**src/rtl/matriz_pkg.sv**
```systemverilog
// Shared constants, FSM state encoding and element slicing helper for the
// matriz_stream_out block and its index generator.
package matriz_pkg;

  localparam int ROWS    = 5;
  localparam int COLS    = 5;
  localparam int ELEM_W  = 8;
  localparam int N_ELEMS = ROWS * COLS;
  localparam int FLAT_W  = N_ELEMS * ELEM_W;
  localparam int IDX_W   = 5;
  localparam int ROW_W   = $clog2(ROWS);
  localparam int COL_W   = $clog2(COLS);
  localparam int CNT_W   = $clog2(N_ELEMS);

  typedef enum logic [1:0] {
    S_IDLE   = 2'd0,
    S_RUN    = 2'd1,
    S_STREAM = 2'd2
  } state_e;

  // Element (r,c) lives at linear index r*COLS+c in the flat result vector.
  function automatic logic [ELEM_W-1:0] elem_slice(input logic [FLAT_W-1:0] flat,
                                                   input logic [IDX_W-1:0]  idx);
    return flat[idx*ELEM_W +: ELEM_W];
  endfunction

endpackage

```
**src/rtl/matriz_stream_out_if.sv**
```systemverilog
// Multiplier handshake plus result stream bundle. The block drives it through
// the master modport; the surrounding environment uses the slave modport.
interface matriz_stream_out_if;
  import matriz_pkg::*;

  logic                     op_start;
  logic                     mul_start;
  logic                     mul_done;
  logic                     mul_overflow;
  logic [FLAT_W-1:0]        mul_result;
  logic signed [ELEM_W-1:0] out_data;
  logic [IDX_W-1:0]         out_index;
  logic                     out_valid;
  logic                     out_ready;
  logic                     out_last;
  logic                     overflow;
  logic                     timeout_err;
  logic                     busy;

  modport master (
    input  op_start, mul_done, mul_overflow, mul_result, out_ready,
    output mul_start, out_data, out_index, out_valid, out_last,
           overflow, timeout_err, busy
  );

  modport slave (
    output op_start, mul_done, mul_overflow, mul_result, out_ready,
    input  mul_start, out_data, out_index, out_valid, out_last,
           overflow, timeout_err, busy
  );
endinterface

```
**src/rtl/matriz_index_gen.sv**
```systemverilog
// Row/column walker for the result stream. Row-major by default; defining
// MATRIZ_COL_MAJOR_EN walks column-major. next_index is always r*COLS+c.
module matriz_index_gen
  import matriz_pkg::*;
(
  input  logic             clock,
  input  logic             reset,
  input  logic             start,
  input  logic             advance,
  output logic [IDX_W-1:0] next_index,
  output logic             next_last
);

  logic [ROW_W-1:0] row_q, row_d;
  logic [COL_W-1:0] col_q, col_d;
  logic [CNT_W-1:0] count_q, count_d;

  // NOTE: sequential state uses non-blocking assignments so every flop samples
  // pre-edge values regardless of process ordering.
  always_ff @(posedge clock or posedge reset) begin
    if (reset) begin
      row_q   <= '0;
      col_q   <= '0;
      count_q <= '0;
    end else begin
      row_q   <= row_d;
      col_q   <= col_d;
      count_q <= count_d;
    end
  end

  // NOTE: every combinational output gets a default first so no path infers a latch.
  always_comb begin
    row_d   = row_q;
    col_d   = col_q;
    count_d = count_q;
    if (start) begin
      row_d   = '0;
      col_d   = '0;
      count_d = '0;
    end else if (advance) begin
      count_d = count_q + 1'b1;
`ifdef MATRIZ_COL_MAJOR_EN
      if (row_q == ROW_W'(ROWS - 1)) begin
        row_d = '0;
        col_d = col_q + 1'b1;
      end else begin
        row_d = row_q + 1'b1;
      end
`else
      if (col_q == COL_W'(COLS - 1)) begin
        col_d = '0;
        row_d = row_q + 1'b1;
      end else begin
        col_d = col_q + 1'b1;
      end
`endif
    end
  end

  // Look-ahead outputs let the parent register the next element on the same edge.
  assign next_index = IDX_W'(row_d * COLS) + IDX_W'(col_d);
  assign next_last  = (count_d == CNT_W'(N_ELEMS - 1));

endmodule

```
**src/rtl/matriz_stream_out.sv**
```systemverilog
// Starts a matrix multiplier, captures its flat result and streams the elements
// out over a valid/ready handshake. MATRIZ_COL_MAJOR_EN selects column-major order.
module matriz_stream_out #(
  parameter int ROWS    = matriz_pkg::ROWS,
  parameter int COLS    = matriz_pkg::COLS,
  parameter int ELEM_W  = matriz_pkg::ELEM_W,
  parameter int TIMEOUT = 15
) (
  input logic                clock,
  input logic                reset,
  matriz_stream_out_if.master io
);

  localparam int FLAT_W = ROWS * COLS * ELEM_W;
  localparam int TMR_W  = $clog2(TIMEOUT + 1);
  localparam int IDX_W  = matriz_pkg::IDX_W;

  matriz_pkg::state_e state_q, state_d;
  logic               mul_start_q, mul_start_d;
  logic               overflow_q, overflow_d;
  logic               timeout_err_q, timeout_err_d;
  logic               out_valid_q, out_valid_d;
  logic               out_last_q, out_last_d;
  logic [ELEM_W-1:0]  out_data_q, out_data_d;
  logic [IDX_W-1:0]   out_index_q, out_index_d;
  logic [TMR_W-1:0]   tmr_q, tmr_d;
  logic [FLAT_W-1:0]  result_q, result_d;

  logic               gen_start, gen_advance, next_last;
  logic [IDX_W-1:0]   next_index;

  assign gen_start   = (state_q == matriz_pkg::S_RUN) && io.mul_done;
  assign gen_advance = (state_q == matriz_pkg::S_STREAM) && io.out_ready && !out_last_q;

  matriz_index_gen u_index_gen (
    .clock      (clock),
    .reset      (reset),
    .start      (gen_start),
    .advance    (gen_advance),
    .next_index (next_index),
    .next_last  (next_last)
  );

  always_ff @(posedge clock or posedge reset) begin
    if (reset) begin
      state_q       <= matriz_pkg::S_IDLE;
      mul_start_q   <= 1'b0;
      overflow_q    <= 1'b0;
      timeout_err_q <= 1'b0;
      out_valid_q   <= 1'b0;
      out_last_q    <= 1'b0;
      out_data_q    <= '0;
      out_index_q   <= '0;
      tmr_q         <= '0;
    end else begin
      state_q       <= state_d;
      mul_start_q   <= mul_start_d;
      overflow_q    <= overflow_d;
      timeout_err_q <= timeout_err_d;
      out_valid_q   <= out_valid_d;
      out_last_q    <= out_last_d;
      out_data_q    <= out_data_d;
      out_index_q   <= out_index_d;
      tmr_q         <= tmr_d;
    end
  end

  // NOTE: the result buffer is pure data, written before it is ever read, so it
  // carries no reset.
  always_ff @(posedge clock) begin
    result_q <= result_d;
  end

  always_comb begin
    state_d       = state_q;
    mul_start_d   = mul_start_q;
    overflow_d    = overflow_q;
    timeout_err_d = 1'b0;
    out_valid_d   = out_valid_q;
    out_last_d    = out_last_q;
    out_data_d    = out_data_q;
    out_index_d   = out_index_q;
    tmr_d         = tmr_q;
    result_d      = result_q;

    unique case (state_q)
      matriz_pkg::S_IDLE: begin
        if (io.op_start) begin
          state_d     = matriz_pkg::S_RUN;
          mul_start_d = 1'b1;
          overflow_d  = 1'b0;
          tmr_d       = '0;
        end
      end

      matriz_pkg::S_RUN: begin
        overflow_d = overflow_q | io.mul_overflow;
        if (gen_start) begin
          // First element comes straight from the bus; the buffer loads on the same edge.
          result_d    = io.mul_result;
          mul_start_d = 1'b0;
          state_d     = matriz_pkg::S_STREAM;
          out_valid_d = 1'b1;
          out_index_d = next_index;
          out_last_d  = next_last;
          out_data_d  = matriz_pkg::elem_slice(io.mul_result, next_index);
        end else if (tmr_q == TMR_W'(TIMEOUT - 1)) begin
          timeout_err_d = 1'b1;
          mul_start_d   = 1'b0;
          state_d       = matriz_pkg::S_IDLE;
          tmr_d         = '0;
        end else begin
          tmr_d = tmr_q + 1'b1;
        end
      end

      matriz_pkg::S_STREAM: begin
        if (io.out_ready) begin
          if (out_last_q) begin
            state_d     = matriz_pkg::S_IDLE;
            out_valid_d = 1'b0;
            out_last_d  = 1'b0;
          end else begin
            out_index_d = next_index;
            out_last_d  = next_last;
            out_data_d  = matriz_pkg::elem_slice(result_q, next_index);
          end
        end
      end

      default: state_d = matriz_pkg::S_IDLE;
    endcase
  end

  assign io.mul_start   = mul_start_q;
  assign io.overflow    = overflow_q;
  assign io.timeout_err = timeout_err_q;
  assign io.out_valid   = out_valid_q;
  assign io.out_last    = out_last_q;
  assign io.out_data    = out_data_q;
  assign io.out_index   = out_index_q;
  assign io.busy        = (state_q != matriz_pkg::S_IDLE);

endmodule
```
**src/flat_wrapper.sv**
```systemverilog
// flat-port wrapper written by rule: the top's interface ports become plain ports
module matriz_stream_out_flat 
#(
  parameter int ROWS    = matriz_pkg::ROWS,
  parameter int COLS    = matriz_pkg::COLS,
  parameter int ELEM_W  = matriz_pkg::ELEM_W,
  parameter int TIMEOUT = 15
)
  (clock, reset, io_op_start, io_mul_done, io_mul_overflow, io_mul_result, io_out_ready, io_mul_start, io_out_data, io_out_index, io_out_valid, io_out_last, io_overflow, io_timeout_err, io_busy);
  matriz_stream_out_if io_i ();
  input logic clock;
  input logic reset;
  input wire logic [$bits(io_i.op_start)-1:0] io_op_start;
  input wire logic [$bits(io_i.mul_done)-1:0] io_mul_done;
  input wire logic [$bits(io_i.mul_overflow)-1:0] io_mul_overflow;
  input wire logic [$bits(io_i.mul_result)-1:0] io_mul_result;
  input wire logic [$bits(io_i.out_ready)-1:0] io_out_ready;
  output wire logic [$bits(io_i.mul_start)-1:0] io_mul_start;
  output wire logic [$bits(io_i.out_data)-1:0] io_out_data;
  output wire logic [$bits(io_i.out_index)-1:0] io_out_index;
  output wire logic [$bits(io_i.out_valid)-1:0] io_out_valid;
  output wire logic [$bits(io_i.out_last)-1:0] io_out_last;
  output wire logic [$bits(io_i.overflow)-1:0] io_overflow;
  output wire logic [$bits(io_i.timeout_err)-1:0] io_timeout_err;
  output wire logic [$bits(io_i.busy)-1:0] io_busy;
  assign io_i.op_start = io_op_start;
  assign io_i.mul_done = io_mul_done;
  assign io_i.mul_overflow = io_mul_overflow;
  assign io_i.mul_result = io_mul_result;
  assign io_i.out_ready = io_out_ready;
  assign io_mul_start = io_i.mul_start;
  assign io_out_data = io_i.out_data;
  assign io_out_index = io_i.out_index;
  assign io_out_valid = io_i.out_valid;
  assign io_out_last = io_i.out_last;
  assign io_overflow = io_i.overflow;
  assign io_timeout_err = io_i.timeout_err;
  assign io_busy = io_i.busy;
  matriz_stream_out #(.ROWS(ROWS), .COLS(COLS), .ELEM_W(ELEM_W), .TIMEOUT(TIMEOUT)) u_core (.clock(clock), .reset(reset), .io(io_i));
endmodule
```
**config.mk**
```make
export PLATFORM = sky130hd
export DESIGN_NAME = matriz_stream_out_flat
export DESIGN_NICKNAME = d
export VERILOG_FILES = /design/src/rtl/matriz_pkg.sv /design/src/rtl/matriz_stream_out_if.sv /design/src/rtl/matriz_index_gen.sv /design/src/rtl/matriz_stream_out.sv /design/src/flat_wrapper.sv
export SDC_FILE = /design/constraint.sdc
export NUM_CORES = 1
export LEC_CHECK = 0
export CELL_PAD_IN_SITES_DETAIL_PLACEMENT = 1
export CELL_PAD_IN_SITES_GLOBAL_PLACEMENT = 1
export CORE_ASPECT_RATIO = 1.1
export CORE_MARGIN = 10
export CORE_UTILIZATION = 38
export DETAILED_ROUTE_END_ITERATION = 10
export GPL_ROUTABILITY_DRIVEN = 0
export PLACE_DENSITY_LB_ADDON = 0.1
export SETUP_SLACK_MARGIN = 0.5
export SYNTH_ARGS = -nofsm -noshare
export SYNTH_HDL_FRONTEND = slang
export SYNTH_HIERARCHICAL = 1
export SYNTH_SLANG_ARGS = --single-unit
```
**constraint.sdc**
```tcl
create_clock -name clock -period 9.4 [get_ports clock]
set_input_delay 1.88 -clock clock [delete_from_list [all_inputs] [get_ports clock]]
set_output_delay 1.88 -clock clock [all_outputs]
set_load 0.03 [all_outputs]
```
# After elaboration in Yosys (flattened, before gate mapping)
# Cells that the tools add are included.
# totals
reg_bits	235
latchBits	0
ram_bits	0
romBits	0
input_bits	206
elab_cells	93
memories	0
# classes
n_addsub	5
n_mul	1
div	0
magnitude_cmp	0
n_eq_ne	12
shifts	2
muxes	43
n_bitwise	1
n_reduce_logical	16
# op_table
cell	n
200-bit by 9-bit indexed part select with 8-bit output	2
5-bit 2-to-1 mux	5
8-bit 2-to-1 mux	3
3-bit 2-to-1 mux	6
8-bit case mux with 2 select lines	1
1-bit 2-to-1 mux	13
4-bit 2-to-1 mux	3
4-bit AND reduction	3
2-bit 2-to-1 mux	5
5-bit case mux with 2 select lines	1
3-bit AND reduction	3
2-bit != test, second input constant	4
1-bit case mux with 2 select lines	4
4-bit case mux with 2 select lines	1
3-bit by 1-bit adder with 3-bit output, second input constant	2
2-bit case mux with 3 select lines	1
2-bit nonzero test	3
5-bit by 1-bit adder with 5-bit output, second input constant	1
5-bit by 3-bit adder with 5-bit output	1
5-bit equality test, second input constant	1
3-bit by 3-bit multiplier with 5-bit output, second input constant	1
4-bit by 1-bit adder with 4-bit output, second input constant	1
4-bit equality test, second input constant	1
2-bit by 1-bit != test with 1-bit output, second input constant	2
other kinds (9)	12

# Depth between registers and ports, before layout
# depth
word_depth	11
depth_mapped	21
ltp_nobuf	16

# Modules after synthesis
# The synthesis kept the hierarchy.
# by_module_without_submodules
module	n_inst	cells_per_inst	area_per_inst_um2
matriz_stream_out	1	782	10497.6
matriz_index_gen	1	71	764.5

# Least setup slack after synthesis
# OpenSTA, ideal clock, no wires.
# synth_path
path_type	input -> register
start	input io_mul_done
end	register u_core.out_data_q[1], in the netlist u_core/io.out_data[1]
setup_time_ps	67
arrival_time_ps	11365
required_ps	9333
setup_slack_ps	-2032
stages	15
path_buffers	2
path_cell_list	and3_1 > clkbuf_1 > buf_2 > nor2_1 > ha_1 > ha_1 > ha_1 > a21o_1 > a21oi_1 > xor2_1 > xnor2_1 > o21ai_0 > nor2_1 > a32o_1 > a221o_1
# synth_via
elab_chain_len	8
elab_cells_between_ends	13
cone_classes	add/sub (1); mul (1); eq/ne (1); shift (2); mux (6); reduce/logical (2)
# synth_lines
item	line_no	rtl
from (decl)	flat_wrapper.sv:14	input wire logic [$bits(io_i.mul_done)-1:0] io_mul_done;
1-bit logical AND (*)	matriz_stream_out.sv:32	assign gen_start = (state_q == matriz_pkg::S_RUN) && io.mul_done;
net u_core.gen_start	matriz_stream_out.sv:29	logic gen_start, gen_advance, next_last;
3-bit 2-to-1 mux (*)	matriz_index_gen.sv:37	if (start) begin
net u_core.u_index_gen.row_d[0]	matriz_index_gen.sv:14	logic [ROW_W-1:0] row_q, row_d;
3-bit by 3-bit multiplier with 5-bit output (*)	matriz_index_gen.sv:62	assign next_index = IDX_W'(row_d * COLS) + IDX_W'(col_d);
5-bit by 3-bit adder with 5-bit output (*)	matriz_index_gen.sv:62	
net u_core.next_index[4]	matriz_stream_out.sv:30	logic [IDX_W-1:0] next_index;
200-bit by 9-bit indexed part select with 8-bit output	matriz_pkg.sv:24	return flat[idx*ELEM_W +: ELEM_W];
8-bit 2-to-1 mux	matriz_stream_out.sv:119	if (out_last_q) begin
8-bit 2-to-1 mux	matriz_stream_out.sv:118	if (io.out_ready) begin
8-bit case mux with 2 select lines (*)	matriz_stream_out.sv:86	unique case (state_q)
to (signal assigned)	matriz_stream_out.sv:62	out_data_q <= out_data_d;
to (decl)	matriz_stream_out.sv:24	logic [ELEM_W-1:0] out_data_q, out_data_d;
# Mark *: on every way through the listed nets, which the timed path passes. The rest lies on a longest branch. The select of a mux whose other input is x is not followed.
# A chain may end at the register's enable or synchronous reset.

# Worst setup path after layout
# layout_path
start	input io_out_ready
end	register u_core.out_data_q[5], in the netlist u_core/io.out_data[5]
# layout_via
elab_chain_len	10
elab_cells_between_ends	16
cone_classes	add/sub (1); mul (1); eq/ne (1); shift (2); mux (8); reduce/logical (3)
# layout_lines
item	line_no	rtl
from (decl)	flat_wrapper.sv:17	input wire logic [$bits(io_i.out_ready)-1:0] io_out_ready;
1-bit logical AND (*) (2 in a row)	matriz_stream_out.sv:33	assign gen_advance = (state_q == matriz_pkg::S_STREAM) && io.out_ready && !out_last_q;
net u_core.gen_advance	matriz_stream_out.sv:29	
3-bit 2-to-1 mux (*)	matriz_index_gen.sv:41	end else if (advance) begin
3-bit 2-to-1 mux (*)	matriz_index_gen.sv:37	
net u_core.u_index_gen.row_d[0]	matriz_index_gen.sv:14	
3-bit by 3-bit multiplier with 5-bit output (*)	matriz_index_gen.sv:62	
5-bit by 3-bit adder with 5-bit output (*)	matriz_index_gen.sv:62	
net u_core.next_index[4]	matriz_stream_out.sv:30	
200-bit by 9-bit indexed part select with 8-bit output	matriz_pkg.sv:24	
8-bit 2-to-1 mux	matriz_stream_out.sv:119	
8-bit 2-to-1 mux	matriz_stream_out.sv:118	
8-bit case mux with 2 select lines (*)	matriz_stream_out.sv:86	
# Marks and branches as above.

==> results.cfg <==
[yosys]
synth-main-ff-cell = edfxtp_1
syn_nets = 1074
synth_area_um2 = 11300
yosys.area.top_type = edfxtp_1
yosysMostFrequentCell = edfxtp_1
synth_edf_count = 200
synthCells = 853
ys_ff_latch = 235
yosysUniqueCellTypes = 57
synth_common_cells = edfxtp_1 (200), nand2_1 (165), mux2i_1 (72), dfrtp_1 (35), nand3_1 (33)
synth_warnings = 6
synth-seq-area-share = 0.611
synth_top_area_share = 0.533
async_reset_ff_frac = 0.149
avgSynthCellArea_um2 = 13.2
synthTopCellsByArea = edfxtp_1 (53%), dfrtp_1 (7.8%), mux2i_1 (6.4%)

[route]
wirelength_um = 36500
detailedRoute.firstIterationViolations = 657
final_antenna_net_count = 0
firstDrtPassIters = 5
wire_per_inst_um = 25.1
via_per_inst = 5.58
drc = 0
vias = 8127

[finish]
fin_nets = 1281
seq_area_um2 = 6880
num-fill-cells = 3008
drive_above_1_share = 0.107
syn2layout_area_growth_pct = 31.2
multiInputGateArea_um2 = 4030

[critical_path]
crit_arrival_ps = 6500
required_ps = 9840
crit_path_max_fanout = 14
cp-start-kind = primary input
cp-end-kind = register
regToRegSetupSlack_ps = 4540
criticalPathCategory = in -> reg

[sta]
finalMaxSlewViolations = 0
tightest_slew_ps = 1140
final.period_utilization = 0.645
hold_slack_ps = 486
rsz0062_at_grt = false
skew_ps = 10.4
hold_violations = 0
max_slew_margin = 0.236
setup_viol = 0
tns_ps = 0
max_freq_ghz = 0.165
finalCriticalPeriod_ps = 6060

[clock_network]
clkSlewWorstSetupHoldPaths_ps = 60
htreeDepth = 1
cts_buffer_depth = 3
cts-resized-gates = 0
tritoncts = built
hold_buffers = 0
root_buffer = clkbuf_16
cts_buffers = 27
worst_skew_pair.late_latency_ps = 520
post_cts_buffers = 0
cts_sinks = 235

[global_routing]
grtUsageTotal = 0.193
grt_max_degree = 102
antenna_found_initial = 4
grt_pass1_wl_um = 55400
grt_pass1_vias = 8761
overflow = 0

[place]
hpwl_um = 26200
port-buffer-count = 224

[run]
maxCapViolations = 0

[floorplanning]
placementRows = 66
die_w_um = 184
coreArea_um2 = 29400
ioPinCount = 225
dieArea_um2 = 36900
start_util = 0.383
die_height_um = 201

[pwr]
leakage_uw = 0.00519
powerDensity_nw_per_um2 = 293
ir_drop_v = 0.000175

[min_path]
hp-class = reg -> reg

[outcome]
status = completed
worst max-delay path, cell delays in order:
cell	delay [ps]
clkdlybuf4s50_1	520
and3_4	320
nand3_1	200
xor2_1	190
nor2_1	200
ha_1	270
ha_1	290
ha_1	290
a21o_1	150
a21oi_1	180
xor2_1	120
xnor2_1	380
o21ai_0	450
nor2_1	640
a32oi_1	260
o211ai_1	140
cells in the final DEF (no fill, tap or decap), drive strengths merged, types with 7 or more instances in the layout:
cell | Yosys | routed
edfxtp | 200 | 200
nand3 | 33 | 33
mux4 | 31 | 31
nand4 | 8 | 8
clkdlybuf4s50 | 0 | 224
nor2 | 21 | 21
a31oi | 11 | 11
xor2 | 7 | 7
o21ai | 28 | 28
nand2b | 9 | 9
inv | 14 | 14
nand2 | 165 | 165
a32oi | 26 | 26
mux2 | 7 | 7
a32o | 9 | 9
clkbuf | 30 | 38
o22ai | 11 | 11
dfrtp | 35 | 35
a21oi | 23 | 23
buf | 29 | 13
mux2i | 72 | 72
ha | 14 | 14
and3 | 7 | 7
per-stage QoR:
| stage | total power (uW) | std cells | area, um^2 | setup WS (ps) | utilization |
|---|---|---|---|---|---|
| global placement | 3190 | 1405 | 13800 | 2840 | 0.469 |
| floorplan | 2590 | 853 | 11300 | 1510 | - |
| global route | 4560 | 1455 | 14800 | 2990 | 0.502 |
| detailed placement | 3210 | 1405 | 13800 | 2750 | 0.469 |
| finish | 4330 | 1456 | 14800 | 3340 | 0.503 |
| CTS | 4390 | 1454 | 14800 | 3310 | 0.502 |
final cells by class:
cell class | instances | area share
multi-input combinational | 545 | 0.272
clock inverter | 11 | 0.0137
timing repair buffer | 237 | 0.159
sequential | 235 | 0.466
tap | 374 | 0.0317
inverter | 14 | 0.00356
antenna | 2 | 0.000339
clock buffer | 38 | 0.0533
routing by layer:
layer	part of all wire	wire [um]	GRT usage
met4	0.012	452	0.0349
met1	0.45	16500	0.266
met3	0.071	2580	0.0474
met5	0.00088	32	0
met2	0.46	16900	0.305
cells by family (layout without fill, tap and decap cells):
kind of cell,count (synthesis),count (layout),share of synthesized area
buffers and inverters,73,300,0.0338
other,0,2,0
adders and majority gates,15,15,0.0173
DFF,235,235,0.611
xor gates and xnor gates,10,10,0.00844
muxes,110,110,0.133
and+or+nand+nor,269,269,0.108
AOI/OAI and AO/OA,141,141,0.0887
path summary, 6_finish.rpt:
check	start	endpoint	cells after the start
setup / recovery	io_out_ready	u_core/io.out_data[5]	16
hold / removal	u_core/io.out_valid	u_core/io.out_valid	1
setup reg to reg	u_core/state_q[0]	u_core/io.out_data[5]	16
hold reg to reg	u_core/io.out_valid	u_core/io.out_valid	1
max in group asynchronous	reset	u_core/io.out_data[0]	2
min in group asynchronous	reset	u_core/u_index_gen/count_q[3]	2
sequential cells by signal, summed over array words and instances (netlist names), 2 cells and up:
name / count
u_core/tmr_q: 4
u_core/u_index_gen/row_q: 3
u_core/result_q: 200
u_core/u_index_gen/col_q: 3
u_core/state_q: 2
u_core/io.out_data: 8
u_core/io.out_index: 5
u_core/u_index_gen/count_q: 5
where the power goes:
group          internal (uW)  total, uW  leakage (uW)  switching (uW)
logic                    653       1750       0.00241            1090
clock network            743       1160      0.000487             416
registers               1360       1430       0.00229            71.6
Power figures use the tool's default switching activity.
